--- src/rtl/spi_ram_pkg.sv ---
// Shared definitions for the SPI burst RAM slave.
//   state_e   : controller states
//   CMD_*     : 2-bit command codes carried at the head of every frame
//   max_i()   : elaboration-time helper used to size the payload field
package spi_ram_pkg;

  typedef enum logic [2:0] {
    IDLE,
    CMD,
    PAYLOAD,
    WR_BURST,
    RD_FETCH,
    RD_SHIFT
  } state_e;

  localparam logic [1:0] CMD_WADDR = 2'b00;
  localparam logic [1:0] CMD_WDATA = 2'b01;
  localparam logic [1:0] CMD_RADDR = 2'b10;
  localparam logic [1:0] CMD_RDATA = 2'b11;

  function automatic int max_i(input int a, input int b);
    return (a > b) ? a : b;
  endfunction

endpackage

--- src/rtl/spi_sp_ram.sv ---
// Single-port RAM, 2**ADDR_W x DATA_W, synchronous read with one cycle of
// latency. Contents are never reset.
//   clk     : clock
//   we_i    : write mem[addr_i] <= wdata_i
//   re_i    : rdata_o <= mem[addr_i] at this edge
//   addr_i  : shared read/write address
//   wdata_i : write data
//   rdata_o : registered read data
module spi_sp_ram #(
  parameter int ADDR_W = 8,
  parameter int DATA_W = 8
) (
  input  logic              clk,
  input  logic              we_i,
  input  logic              re_i,
  input  logic [ADDR_W-1:0] addr_i,
  input  logic [DATA_W-1:0] wdata_i,
  output logic [DATA_W-1:0] rdata_o
);

  localparam int DEPTH = 1 << ADDR_W;

  logic [DATA_W-1:0] mem_q [DEPTH];

  always_ff @(posedge clk) begin
    if (we_i) mem_q[addr_i] <= wdata_i;
    if (re_i) rdata_o <= mem_q[addr_i];
  end

endmodule

--- src/rtl/spi_burst_ram_slave.sv ---
// SPI slave in front of an internal single-port RAM. All SPI pins are
// sampled on clk. Frames are 2 command bits + PAY_W payload bits, MSB first.
// Write and read pointers auto-increment and wrap modulo the RAM depth; with
// BURST_EN, raw data words follow a write command and read data streams
// without gaps until SS_n is released.
//   clk   : system clock
//   rst_n : asynchronous active-low reset
//   SS_n  : slave select, active low
//   MOSI  : serial data in
//   MISO  : serial data out, 0 outside RD_SHIFT
module spi_burst_ram_slave
  import spi_ram_pkg::*;
#(
  parameter int ADDR_W   = 8,
  parameter int DATA_W   = 8,
  parameter bit BURST_EN = 1'b1
) (
  input  logic clk,
  input  logic rst_n,
  input  logic SS_n,
  input  logic MOSI,
  output logic MISO
);

  localparam int PAY_W = max_i(ADDR_W, DATA_W);
  localparam int CNT_W = $clog2(PAY_W + 1);

  state_e            state_q, state_d;
  logic [1:0]        cmd_q, cmd_d;
  logic [PAY_W-2:0]  rx_q, rx_d;
  logic [DATA_W-1:0] tx_q, tx_d;
  logic [CNT_W-1:0]  cnt_q, cnt_d;
  logic [ADDR_W-1:0] wr_ptr_q, wr_ptr_d;
  logic [ADDR_W-1:0] rd_ptr_q, rd_ptr_d;

  logic [PAY_W-1:0]  frame;
  logic              ram_we, ram_re;
  logic [ADDR_W-1:0] ram_addr;
  logic [DATA_W-1:0] ram_rdata;

  // Received bits including the one on MOSI this cycle; on a last-bit edge
  // this is the complete payload / data word.
  assign frame = {rx_q, MOSI};

  assign MISO = (state_q == RD_SHIFT) & tx_q[DATA_W-1];

  spi_sp_ram #(.ADDR_W(ADDR_W), .DATA_W(DATA_W)) u_ram (
    .clk     (clk),
    .we_i    (ram_we),
    .re_i    (ram_re),
    .addr_i  (ram_addr),
    .wdata_i (frame[DATA_W-1:0]),
    .rdata_o (ram_rdata)
  );

  always_comb begin
    state_d  = state_q;
    cmd_d    = cmd_q;
    rx_d     = rx_q;
    tx_d     = tx_q;
    cnt_d    = cnt_q;
    wr_ptr_d = wr_ptr_q;
    rd_ptr_d = rd_ptr_q;
    ram_we   = 1'b0;
    ram_re   = 1'b0;
    ram_addr = rd_ptr_q;

    case (state_q)
      IDLE: begin
        cnt_d = '0;
        if (!SS_n) state_d = CMD;
      end

      CMD: begin
        if (SS_n) begin
          state_d = IDLE;
          cnt_d   = '0;
        end else begin
          cmd_d = {cmd_q[0], MOSI};
          cnt_d = cnt_q + CNT_W'(1);
          if (cnt_q == CNT_W'(1)) begin
            cnt_d   = '0;
            state_d = PAYLOAD;
          end
        end
      end

      PAYLOAD: begin
        if (SS_n) begin
          state_d = IDLE;
          cnt_d   = '0;
        end else begin
          rx_d  = frame[PAY_W-2:0];
          cnt_d = cnt_q + CNT_W'(1);
          if (cnt_q == CNT_W'(PAY_W - 1)) begin
            cnt_d = '0;
            unique case (cmd_q)
              CMD_WADDR: begin
                wr_ptr_d = frame[ADDR_W-1:0];
                state_d  = CMD;
              end
              CMD_WDATA: begin
                ram_we   = 1'b1;
                ram_addr = wr_ptr_q;
                wr_ptr_d = wr_ptr_q + ADDR_W'(1);
                state_d  = BURST_EN ? WR_BURST : CMD;
              end
              CMD_RADDR: begin
                rd_ptr_d = frame[ADDR_W-1:0];
                state_d  = CMD;
              end
              default: begin
                // The synchronous RAM needs its address one edge ahead, so
                // the fetch is launched here; RD_FETCH then moves the
                // returned word into the shifter and bumps rd_ptr.
                ram_re  = 1'b1;
                state_d = RD_FETCH;
              end
            endcase
          end
        end
      end

      WR_BURST: begin
        if (SS_n) begin
          state_d = IDLE;
          cnt_d   = '0;
        end else begin
          rx_d  = frame[PAY_W-2:0];
          cnt_d = cnt_q + CNT_W'(1);
          if (cnt_q == CNT_W'(DATA_W - 1)) begin
            cnt_d    = '0;
            ram_we   = 1'b1;
            ram_addr = wr_ptr_q;
            wr_ptr_d = wr_ptr_q + ADDR_W'(1);
          end
        end
      end

      RD_FETCH: begin
        // The read is committed even if SS_n rises now.
        rd_ptr_d = rd_ptr_q + ADDR_W'(1);
        tx_d     = ram_rdata;
        cnt_d    = '0;
        state_d  = SS_n ? IDLE : RD_SHIFT;
      end

      RD_SHIFT: begin
        // Prefetch two bits before the end so the next word is in the RAM
        // output register by the last-bit edge.
        if (BURST_EN && cnt_q == CNT_W'(DATA_W - 2)) begin
          ram_re   = 1'b1;
          rd_ptr_d = rd_ptr_q + ADDR_W'(1);
        end
        if (SS_n) begin
          state_d = IDLE;
          cnt_d   = '0;
        end else begin
          tx_d  = {tx_q[DATA_W-2:0], 1'b0};
          cnt_d = cnt_q + CNT_W'(1);
          if (cnt_q == CNT_W'(DATA_W - 1)) begin
            cnt_d = '0;
            if (BURST_EN) tx_d = ram_rdata;
            else          state_d = CMD;
          end
        end
      end

      default: begin
        state_d = IDLE;
        cnt_d   = '0;
      end
    endcase
  end

  always_ff @(posedge clk or negedge rst_n) begin
    if (!rst_n) begin
      state_q  <= IDLE;
      cmd_q    <= '0;
      rx_q     <= '0;
      tx_q     <= '0;
      cnt_q    <= '0;
      wr_ptr_q <= '0;
      rd_ptr_q <= '0;
    end else begin
      state_q  <= state_d;
      cmd_q    <= cmd_d;
      rx_q     <= rx_d;
      tx_q     <= tx_d;
      cnt_q    <= cnt_d;
      wr_ptr_q <= wr_ptr_d;
      rd_ptr_q <= rd_ptr_d;
    end
  end

endmodule
--- config.mk ---
export PLATFORM = sky130hd
export DESIGN_NAME = spi_burst_ram_slave
export DESIGN_NICKNAME = d
export VERILOG_FILES = /design/src/rtl/spi_ram_pkg.sv /design/src/rtl/spi_sp_ram.sv /design/src/rtl/spi_burst_ram_slave.sv
export SDC_FILE = /design/constraint.sdc
export NUM_CORES = 2
export LEC_CHECK = 0
export CAP_MARGIN = 10
export CORE_MARGIN = 2
export CORE_UTILIZATION = 64
export DETAILED_ROUTE_END_ITERATION = 8
export PLACE_DENSITY_LB_ADDON = 0.05
export SKIP_CTS_REPAIR_TIMING = 1
export SYNTH_ARGS = -nofsm -noshare
export SYNTH_HDL_FRONTEND = slang
export SYNTH_HIERARCHICAL = 1
export SYNTH_SLANG_ARGS = --single-unit
--- constraint.sdc ---
create_clock -name clk -period 6.65 [get_ports clk]
set_input_delay 1.33 -clock clk [delete_from_list [all_inputs] [get_ports clk]]
set_output_delay 1.33 -clock clk [all_outputs]
set_load 0.02 [all_outputs]
==> results list <==
- Run status: finished clean
* Wire length after detailed routing: 190000 um
* Chip width: between 300 and 400 um
* Main combinational cell family by area after synthesis: multiplexers
- ANT cells: 0
* Slew of the pin with the lowest slew margin: between 1 and 1.5 ns
* Total iterations of the first detailed-routing run: 8
* Worst Setup SP: SS_n
- Post-Synthesis Cells: approximately 3800
* Headroom to the max-slew limit: 15.28%
- Based on the critical path, the design can be clocked at up to roughly 180 MHz.
- No sink is reached through more buffers than the 3 on the longest clock path.
- H-tree depth: 4
* Fraction of final layout cells with drive strength greater than 1: about a quarter
- Net count, final: 3936
* Number of fill cells: 7275
* Distinct cells, synth: 57
* Count of final max-slew check failures: 0
- Synthesized area per cell: 21.39 sq um
* Proportion of power drawn by the clock network: between 30 and 40%
- Static power due to leakage: between 20 and 30 nW
- In this run the remaining antenna-violating nets after routing total 0.
- The endpoint identified for the worst register-to-register timing path is u_ram/rdata_o[3].
- Adder and majority gate portion of the synthesized area: less than 1%
- Gr ovfl total: 0
- Reg power frac: ~54%
* Dominant cells by area after synthesis: edfxtp_1, mux4_2, a22oi_1
* Setup slack of the worst register-to-register path: between 1 and 1.5 ns
- Combinational group share of total power: 10.1%
* Clk Latency, worst-skew pair: a little over 0.8 ns
* EDFF count, synth: just over 2000
- Startpoint Class: primary input
- CTS tree: done
- Post-Route Skew: around 0.024 ns
- After Yosys synthesis, and, or, nand and nor cells account for around 2.2% of the synthesized area.
* Detailed router's first-iteration violation count: approximately 5900
- The initial utilization of the core area, before any placement, comes to around 64%.
- Type of the setup path with the least slack: primary input to flop
- Peak supply drop: between 0.4 and 0.5 mV
- The tree is rooted in a clkbuf_16.
* Vias in the first global route: 40450
- Across the whole layout, storage elements account for 62770 sq um.
- Core Area: about 130000 sq um
- Detailed-route wire length per cell: 33.07 um
- Psw: around 0.0074 W
* Boundary pin count: 5
- Worst setup path endpoint: u_ram/rdata_o[3]
* Ratio of total power to cell area: between 300 and 400 nW/um^2
- HPWL Detailed: around 110000 um
* Multi-input gate area in the final layout: 17000 sq um
- For the worst setup path, the data arrival time is 6.18 ns.
* Vertical die dimension: 359.5 um
- Number of core rows: 130
* Final Setup Violations: 0
- For this run, the number of Yosys warnings is 6.
- Global routing consumed, over all layers together, between 20% and 30% of the routing resources.
* Maximum fanout encountered on the critical timing path: 53
- Category of the worst setup path capture point: flop
- Last weighted congestion value of the routability-driven placer: 0.8390
- Final design area excluding fillers: roughly 90000 sq um
- The floorplan step defined a die boundary enclosing 129200 sq um.
* Area Overhead vs Synth: 11.37%
- First-pass GRT wire length: 279300 um
- Number of buffers added by the clock tree synthesis step: about 200
- For this run, design rule violations remaining after detail routing come to 0.
* Commonest cells in the synthesized netlist: edfxtp_1, mux4_2, a22oi_1, nor2_1, clkbuf_1
* Summed negative setup slack over all endpoints: 0 ns
* Total number of vias: between 30000 and 40000
- After Yosys synthesis, XOR and XNOR cells account for less than 1% of the synthesized area.
- Final worst-path cycle share: ~85%
* Pin count of the biggest net entering global routing: between 200 and 250
- Data on the critical path is required at its endpoint by approximately 7 ns.
- Clock tree sinks: around 2100
- Measured in cells, the most critical reg-to-reg path has a length of 13.
* Most frequently used flop master after synthesis: edfxtp_1
- Cell internal pwr: 0.02351 W
- The share of the Yosys chip area taken by registers is 77.57%.
* Setup repair after global routing missed its margin: false
- Synthesized netlist net count: 3790
* Reg-to-Reg Start: cnt_q[0]
- The synthesized design devotes to its leading area cell type 76.33% of total area.
* Complex-gate fraction of the synthesized area: under 10%
- Number of antenna violations at the first check in global routing: 3
- Net switching is around a quarter of the power.
- Instance area at placement: about 84000 sq um
- Dominant cell by count in the synthesized netlist: edfxtp_1
- Minimum clock period after layout: 5.660 ns
- Number of buffers inserted by port buffering: 4
- In the routed layout, each cell is associated on average with a via count of approximately 7.0.
- Cell type with the highest aggregate area in the netlist: edfxtp_1
* Worst hold-check path type: flop to flop
- The final count of hold timing violations was 0.
* Fraction of synthesis flops using an asynchronous set or reset pin: 1.908%
- After synthesis the cells add up to around 80000 sq um.
- Clock-pin slew was measured on the worst setup and hold paths at 0.06 ns.
* Total of flip-flops plus latches after synthesis: around 2100
- Across the run, the number of max-cap violations was 0.
- In the synthesized netlist, mux cells make up 14.62% of the area.
## worst min-delay path by stage
stage | from | endpoint | cells past startpoint
2_1_floorplan | u_ram/rdata_o[0] | tx_q[0] | 2
6_report | wr_ptr_q[7] | wr_ptr_q[7] | 1
3_3_place_gp | wr_ptr_q[7] | wr_ptr_q[7] | 1
3_5_place_dp | wr_ptr_q[7] | wr_ptr_q[7] | 1
4_1_cts | wr_ptr_q[7] | wr_ptr_q[7] | 1
5_1_grt | wr_ptr_q[7] | wr_ptr_q[7] | 1
## metal layers
metal	global-route usage [%]	part of all wire (%)	vias to the layer above
met5	0	0.0037	-
met1	43.25	38	21260
li1	-	-	16240
met2	47.81	50	2137
met3	5.438	9.3	307
met4	9.343	3.0	2
## registers in the layout, summed over array words and instances (netlist names)
name           cells
cmd_q              2
u_ram/rdata_o      8
wr_ptr_q           8
state_q            3
rd_ptr_q           8
u_ram/mem_q     2048
tx_q               8
cnt_q              4
rx_q               7
## critical path, cell delays in order
cell and delay (ns):
clkdlybuf4s50_1 0.61, nor3b_2 0.31, o211ai_1 0.21, buf_4 0.25, mux2_8 0.57, buf_12 0.38
buf_4 0.31, mux4_2 0.38, a22oi_1 0.27, a21oi_1 0.17, o41ai_1 0.94, buf_4 0.30
nand4_1 0.09
## power groups by stage
| stage | sequential, W | combinational [W] | clock (W) |
|---|---|---|---|
| 3_5_place_dp | 0.0169 | 0.00316 | 0 |
| 6_report | 0.0166 | 0.00313 | 0.0112 |
| 3_3_place_gp | 0.0168 | 0.00300 | 0 |
| 4_1_cts | 0.0166 | 0.00316 | 0.0114 |
| 2_1_floorplan | 0.0175 | 0.00129 | 0 |
| 5_1_grt | 0.0166 | 0.00334 | 0.0119 |
## per-stage QoR
step | power (W) | hold slack [ns] | cells | utilization (%) | worst slack, ns
after global routing | 0.03186 | 0.5367 | 5744 | 71.73 | 0.9742
after CTS | 0.03111 | 0.5193 | 5744 | 71.73 | 1.063
after global placement | 0.01981 | 0.4998 | 5376 | 66.57 | 0.2362
after floorplan | 0.01879 | 0.4730 | 3781 | - | 2.110
after detailed placement | 0.02002 | 0.5054 | 5376 | 66.57 | 0.2068
final | 0.03093 | 0.5213 | 5744 | 71.73 | 0.9904
## final cells by class
cell class | count | share of cell area, %
clock buffer | 244 | 5.881
inverter | 7 | 0.02917
timing repair buffer | 191 | 1.921
clock inverter | 124 | 1.324
sequential | 2096 | 69.68
multi-input combinational | 1432 | 18.87
tap | 1650 | 2.292
## layout by cell type (no fill, tap or decap), drive strengths merged, types with 2 or more instances in the layout
cell type / count
nand2: 44
bufinv: 22
clkinv: 90
or3: 2
and2: 6
o41ai: 33
edfxtp: 2056
nor2: 247
dfrtp: 40
nand4: 14
o31ai: 5
nor3: 34
a211oi: 2
mux2: 14
nand3b: 3
nand2b: 10
clkdlybuf4s50: 2
mux2i: 14
nor2b: 11
o2bb2ai: 5
clkinvlp: 7
nand3: 19
clkbuf: 245
o211ai: 2
o21ai: 15
inv: 12
ha: 5
mux4: 512
or2: 2
and3: 4
a22oi: 257
o221a: 2
buf: 188
a31oi: 3
a2bb2oi: 2
a21oi: 147
## cells by family (layout without fill, tap and decap cells)
family          Yosys count  count (layout)
compound gates          482             482
simple gates            403             403
xor+xnor                  2               2
mux                     540             540
flops                  2096            2096
buf+inv                 253             566
fa+ha+maj                 5               5
Note: power is estimated with default switching activity, not from simulation.
